## src/rtl/uart_rx_if.sv

```systemverilog
// Receiver-side signal bundle: serial line and clear pulse in, byte/flags out.
// dbg_recv is 1 while the receiver is inside a frame.
interface uart_rx_if;
    logic       RX;
    logic       clr_rdy;
    logic [7:0] rx_data;
    logic       rdy;
    logic       frm_err;
    logic       dbg_recv;

    // rdy is a level: it stays high until clr_rdy is pulsed for one cycle or
    // the next frame starts; there is no back-pressure on the serial side.
    modport slave  (input RX, clr_rdy, output rx_data, rdy, frm_err, dbg_recv);
    modport master (output RX, clr_rdy, input rx_data, rdy, frm_err, dbg_recv);
endinterface

```

## src/rtl/uart_rx.sv

```systemverilog
// 8N1 UART receiver: two-flop synchronizer, mid-bit sampling, byte + ready flag.
// Sample k of a frame lands on edge T + HALF + k*BAUD_DIV after start detect T.
module uart_rx #(
    parameter int BAUD_DIV = 2604
) (
    input  logic     clk,
    input  logic     rst_n,
    uart_rx_if.slave bus
);
    localparam int HALF = BAUD_DIV / 2;
    localparam int BW   = $clog2(BAUD_DIV);

    typedef enum logic {
        IDLE = 1'b0,
        RECV = 1'b1
    } state_e;

    state_e        state_q, state_d;
    logic          sync1_q, sync2_q;
    logic [BW-1:0] baud_q, baud_d;
    logic [3:0]    bit_q, bit_d;
    logic [7:0]    shift_q, shift_d;
    logic [7:0]    data_q, data_d;
    logic          rdy_q, rdy_d;
    logic          ferr_q, ferr_d;

    always_ff @(posedge clk) begin
        if (!rst_n) begin
            state_q <= IDLE;
            sync1_q <= 1'b1;
            sync2_q <= 1'b1;
            baud_q  <= '0;
            bit_q   <= '0;
            shift_q <= '0;
            data_q  <= '0;
            rdy_q   <= 1'b0;
            ferr_q  <= 1'b0;
        end else begin
            state_q <= state_d;
            sync1_q <= bus.RX;
            sync2_q <= sync1_q;
            baud_q  <= baud_d;
            bit_q   <= bit_d;
            shift_q <= shift_d;
            data_q  <= data_d;
            rdy_q   <= rdy_d;
            ferr_q  <= ferr_d;
        end
    end

    // The counter runs down to zero, so it is loaded with one less than the
    // interval; that keeps BAUD_DIV-1 representable in $clog2(BAUD_DIV) bits.
    always_comb begin
        state_d = state_q;
        baud_d  = baud_q;
        bit_d   = bit_q;
        shift_d = shift_q;
        data_d  = data_q;
        rdy_d   = rdy_q;
        ferr_d  = ferr_q;

        if (bus.clr_rdy) begin
            rdy_d  = 1'b0;
            ferr_d = 1'b0;
        end

        case (state_q)
            IDLE: begin
                if (!sync2_q) begin
                    state_d = RECV;
                    baud_d  = BW'(HALF - 1);
                    bit_d   = '0;
                    rdy_d   = 1'b0;
                    ferr_d  = 1'b0;
                end
            end
            RECV: begin
                if (baud_q == '0) begin
                    baud_d = BW'(BAUD_DIV - 1);
                    bit_d  = bit_q + 4'd1;
                    if (bit_q == 4'd0) begin
                        if (sync2_q) state_d = IDLE;
                    end else if (bit_q == 4'd9) begin
                        data_d  = shift_q;
                        rdy_d   = 1'b1;
                        ferr_d  = ~sync2_q;
                        state_d = IDLE;
                    end else begin
                        shift_d = {sync2_q, shift_q[7:1]};
                    end
                end else begin
                    baud_d = baud_q - BW'(1);
                end
            end
            default: state_d = IDLE;
        endcase
    end

    assign bus.rx_data  = data_q;
    assign bus.rdy      = rdy_q;
    assign bus.frm_err  = ferr_q;
    assign bus.dbg_recv = (state_q == RECV);
endmodule

```

## src/flat_wrapper.sv

```systemverilog
// flat-port wrapper written by rule: the top's interface ports become plain ports
module uart_rx_flat 
#(
    parameter int BAUD_DIV = 2604
)
  (clk, rst_n, bus_RX, bus_clr_rdy, bus_rx_data, bus_rdy, bus_frm_err, bus_dbg_recv);
  uart_rx_if bus_i ();
  input  logic clk;
  input  logic rst_n;
  input wire logic [$bits(bus_i.RX)-1:0] bus_RX;
  input wire logic [$bits(bus_i.clr_rdy)-1:0] bus_clr_rdy;
  output wire logic [$bits(bus_i.rx_data)-1:0] bus_rx_data;
  output wire logic [$bits(bus_i.rdy)-1:0] bus_rdy;
  output wire logic [$bits(bus_i.frm_err)-1:0] bus_frm_err;
  output wire logic [$bits(bus_i.dbg_recv)-1:0] bus_dbg_recv;
  assign bus_i.RX = bus_RX;
  assign bus_i.clr_rdy = bus_clr_rdy;
  assign bus_rx_data = bus_i.rx_data;
  assign bus_rdy = bus_i.rdy;
  assign bus_frm_err = bus_i.frm_err;
  assign bus_dbg_recv = bus_i.dbg_recv;
  uart_rx #(.BAUD_DIV(BAUD_DIV)) u_core (.clk(clk), .rst_n(rst_n), .bus(bus_i));
endmodule
```

## config.mk

```make
export PLATFORM = sky130hd
export DESIGN_NAME = uart_rx_flat
export DESIGN_NICKNAME = d
export VERILOG_FILES = /design/src/rtl/uart_rx_if.sv /design/src/rtl/uart_rx.sv /design/src/flat_wrapper.sv
export SDC_FILE = /design/constraint.sdc
export NUM_CORES = 1
export LEC_CHECK = 0
export ABC_CLOCK_PERIOD_IN_PS = 3000
export BUFFER_PORTS_ARGS = -buffer_cell sky130_fd_sc_hd__buf_2
export CAP_MARGIN = 10
export CORE_UTILIZATION = 55
export CTS_BUF_LIST = sky130_fd_sc_hd__clkbuf_4
export DETAILED_ROUTE_END_ITERATION = 10
export PLACE_DENSITY = 0.75
export SLEW_MARGIN = 20
export SYNTH_ARGS = -nofsm -noshare
export SYNTH_HDL_FRONTEND = slang
export SYNTH_SLANG_ARGS = --single-unit
```

## constraint.sdc

```tcl
create_clock -name clk -period 3 [get_ports clk]
set_input_delay 0.6 -clock clk [delete_from_list [all_inputs] [get_ports clk]]
set_output_delay 0.6 -clock clk [all_outputs]
set_load 0.1 [all_outputs]
```

==> impl_summary.txt <==
----------------------------------------------------
[Worst setup path]
  Worst path top cell family by delay ... simple AND/OR/NAND/NOR gates
  CP bufs+invs ... 1
  End of the worst register-to-register path ... u_core.bus.rx_data[2]
  Category of the most critical setup path ... flip-flop to flip-flop
  CP Capture Type ... flip-flop
  R2r worst-path depth ... 6
  Data arrival time of the critical path ... 2.52 ns
  Slowest stage delay, CP ... 0.53 ns
  Ordered list of cells on the worst path ... inv_1 > ha_1 > nor4b_1 > nand4_1 > nor2_2 > mux2i_1
  Launching point of the worst reg2reg path ... u_core.baud_q[0]
  Slack of the worst reg-to-reg path ... 0.74 ns
  Required @ worst endpoint ... 3.26 ns
  Kind of start point of the critical path ... flip-flop
  Critical path fanouts, max ... 9
  Worst path slowest cell ... sky130_fd_sc_hd__nor2_2

[Power and ir drop]
  PD cells ... 561.1 nW/um^2
  Maximum ir drop on the vdd rail ... 0.4837 mV
  Overall power of the completed layout ... 0.001037 W
  Pleak ... 0.7594 nW

[Logic synthesis]
  Number of synthesized register bits ... 37
  Dominant combinational cell family by area after synthesis ... simple AND/OR/NAND/NOR gates
  Adder-cell share of the synthesized area ... 0.03698
  Share of cell area taken by muxes after synthesis ... 0.1072
  Synthesized-area fraction occupied by and/or/nand/nor cells ... 0.2648
  Area of the mapped netlist ... 1692 sq um
  Total of warnings raised by yosys ... 0
  Xor/xnor share of the synthesized area ... 0
  Syn Nets ... 202
  Proportion of synthesized chip area in sequential cells ... 0.4379
  Synth Area in Compound Gates ... 0.1139
  Instance count of the mapped netlist ... 193
  Count of cell types in the netlist ... 35
  Average cell area after synthesis ... 8.765 sq um

[Clock tree]
  CTS H-tree lvls ... 2
  Clock sink count ... 37
  Hold Buf Count CTS ... 0
  Total of cells resized after clock tree synthesis ... 0
  Max clock buf depth ... 2
  Cts bufs inserted ... 5
  Worst-path clk slew ... 0.10 ns
  CTS tree ... built
  Clock Latency Late Sink ... 0.34 ns
  Clock root cell ... sky130_fd_sc_hd__clkbuf_4
  Post-CTS repair timing setup buffer count ... 0

[Timing]
  Worst Hold Margin ... 0.4172 ns
  Setup TNS ... 0 ns
  RSZ-0062 raised after global routing ... no
  Slew margin rel. ... 0.3606
  Hold Violations, Final ... 0
  Setup skew after layout ... 0.02021 ns
  Final critical-path required period ... 2.258 ns
  Transition at the pin with the smallest max-transition slack ... 0.9527 ns
  Final setup violation count ... 0
  Max-slew violation total from the final report ... 0
  Final period utilization ... 0.7527
  Timing-limited maximum frequency ... 442.9 MHz

[Die]
  Overall die area ... 3302 sq um
  Effective utilization at floorplan ... 0.5980
  Site row count ... 19
  Width of the die ... 57.46 um
  Die Y-Extent ... 57.46 um
  Core footprint ... 2829 sq um
  Boundary pin count ... 15

[Routing]
  Total wire length after detailed routing ... 3563 um
  Total iterations of the first detailed-routing run ... 4
  Drt initial violations ... 108
  Routed length per instance ... 14.97 um
  Mean number of vias per cell ... 6.126
  Number of antenna-violating nets in the routed design ... 0
  Count of unresolved DRC violations after routing ... 0
  Routed vias ... 1458

[Worst hold path]
  Hold EP ... u_core.sync2_q
  Hold Path Origin ... u_core.sync1_q
  Class of the tightest hold or removal check ... flip-flop to flip-flop
  Min-Delay Path Depth ... 1

[Final layout]
  Commonest non-fill, non-tap cell in the layout ... sky130_fd_sc_hd__dfxtp_1
  Area overhead of the layout relative to synthesis ... 9.245%
  N_diodes ... 0
  Non-filler instance count after layout ... 238
  Commonest non-fill, non-tap cells in the layout ... sky130_fd_sc_hd__dfxtp_1 (37), sky130_fd_sc_hd__nand2_1 (26), sky130_fd_sc_hd__mux2i_1 (17), sky130_fd_sc_hd__buf_2 (14), sky130_fd_sc_hd__a21oi_1 (13)
  Fraction of layout cells with a size suffix above 1 ... 0.1208
  Net count reported at finish ... 216

[Placement]
  Port bufs ... 14
  Number of cells after detailed placement ... 231
  Final Wtd Congestion ... 0.9718
  Post-DP HPWL ... 2578 um

[Global route]
  Total gr overflow ... 0
  Number of antenna violations at the first check in global routing ... 0
  Total global-route track usage ... 0.2289
  Pin count of the biggest net entering global routing ... 32
  Wire length of the first global-routing pass ... 5782 um
  Number of global-route vias before repair ... 1232

[Run status]
  Result of the run ... completed

[Run]
  Number of maximum-capacitance violations ... 0

----------------------------------------------------
==> worst max path at each step <==
stage,startpoint,endpoint,slack (ns),depth (start not counted)
after floorplan,u_core.bus.dbg_recv,u_core.bus.rx_data[0],0.85,4
after global placement,u_core.baud_q[0],u_core.bus.rx_data[6],0.87,6
after detailed placement,u_core.baud_q[0],u_core.bus.rx_data[6],0.79,6
after CTS,u_core.baud_q[0],u_core.bus.rx_data[6],0.75,6
after global routing,u_core.baud_q[0],u_core.bus.rx_data[6],0.52,6
final,u_core.baud_q[0],u_core.bus.rx_data[2],0.74,6
==> where the power goes <==
group,switching [W],internal (W),leakage (nW)
sequential,0.0000277,0.000510,0.300
combinational,0.000113,0.0000624,0.419
clock,0.000154,0.000170,0.0410
total,0.000295,0.000742,0.759
==> cells in the mapped netlist <==
cell,count,area [sq um]
sky130_fd_sc_hd__a21oi_1,13,65.06
sky130_fd_sc_hd__a22oi_1,1,7.510
sky130_fd_sc_hd__a31oi_1,3,18.77
sky130_fd_sc_hd__a41o_1,1,10.01
sky130_fd_sc_hd__and4_1,1,8.760
sky130_fd_sc_hd__buf_2,2,10.01
sky130_fd_sc_hd__clkbuf_1,6,22.52
sky130_fd_sc_hd__dfxtp_1,37,740.7
sky130_fd_sc_hd__ha_1,5,62.56
sky130_fd_sc_hd__inv_1,9,33.78
sky130_fd_sc_hd__mux2_2,1,11.26
sky130_fd_sc_hd__mux2i_1,17,170.2
sky130_fd_sc_hd__nand2_1,26,97.59
sky130_fd_sc_hd__nand2b_1,6,37.54
sky130_fd_sc_hd__nand3_1,7,35.03
sky130_fd_sc_hd__nand3b_1,2,15.01
sky130_fd_sc_hd__nand4_1,6,37.54
sky130_fd_sc_hd__nand4b_1,1,8.760
sky130_fd_sc_hd__nor2_1,6,22.52
sky130_fd_sc_hd__nor2_2,1,6.260
sky130_fd_sc_hd__nor2b_1,1,6.260
sky130_fd_sc_hd__nor3_1,9,45.04
sky130_fd_sc_hd__nor3b_1,3,22.52
sky130_fd_sc_hd__nor4_1,2,12.51
sky130_fd_sc_hd__nor4b_1,1,8.760
sky130_fd_sc_hd__o21a_1,2,15.01
sky130_fd_sc_hd__o21ai_0,6,30.03
sky130_fd_sc_hd__o21ai_1,1,5.000
sky130_fd_sc_hd__o22ai_1,1,6.260
sky130_fd_sc_hd__o31a_1,3,26.28
sky130_fd_sc_hd__o32ai_1,1,8.760
sky130_fd_sc_hd__or2_2,1,6.260
sky130_fd_sc_hd__or3_1,7,43.79
sky130_fd_sc_hd__or4_1,3,22.52
sky130_fd_sc_hd__or4bb_1,1,11.26
==> flip-flops by register name, indices dropped and copies added (netlist names) <==
register	cells
u_core.bit_q	4
u_core.bus.rx_data	8
u_core.bus.dbg_recv	1
u_core.sync2_q	1
u_core.baud_q	12
u_core.shift_q	8
u_core.bus.rdy	1
u_core.bus.frm_err	1
u_core.sync1_q	1
==> cells by family (layout without fill, tap and decap cells) <==
family                     count (synthesis)  after routing
and+or+nand+nor                           84             84
DFF                                       37             37
AOI/OAI and AO/OA                         32             32
muxes                                     18             18
buffers and inverters                     17             31
adders and majority gates                  5              5
==> cell type report <==
class	count	area, sq um
clock buffer	5	37.54
fill	260	980.9
multi-input combinational	139	884.6
tap	31	38.79
inverter	9	33.78
timing repair buffer	15	77.57
sequential	37	740.7
clock inverter	2	35.03
==> stage by stage <==
step | area [sq um] | worst slack [ns] | utilization
4_1_cts | 1848 | 0.7534 | 0.6533
3_5_place_dp | 1775 | 0.7937 | 0.6276
3_3_place_gp | 1775 | 0.8688 | 0.6276
2_1_floorplan | 1692 | 0.8530 | -
6_report | 1848 | 0.7419 | 0.6533
5_1_grt | 1848 | 0.5244 | 0.6533
==> metal layers <==
layer / wire length [um] / track usage
met1: 1682 / 0.3386
met2: 1598 / 0.3156
met3: 234 / 0.04762
met4: 47 / 0.1080
met5: 0 / 0
==> worst register-to-register path: cells and delay by family, from the launching register on <==
family | cells | cell delay [ns]
multiplexers | 1 | 0.25
buffers and inverters | 1 | 0.11
flip-flops | 1 | 0.38
adder cells (fa/ha/maj) | 1 | 0.19
AND/OR/NAND/NOR | 3 | 1.28
Power figures use the tool's default switching activity.
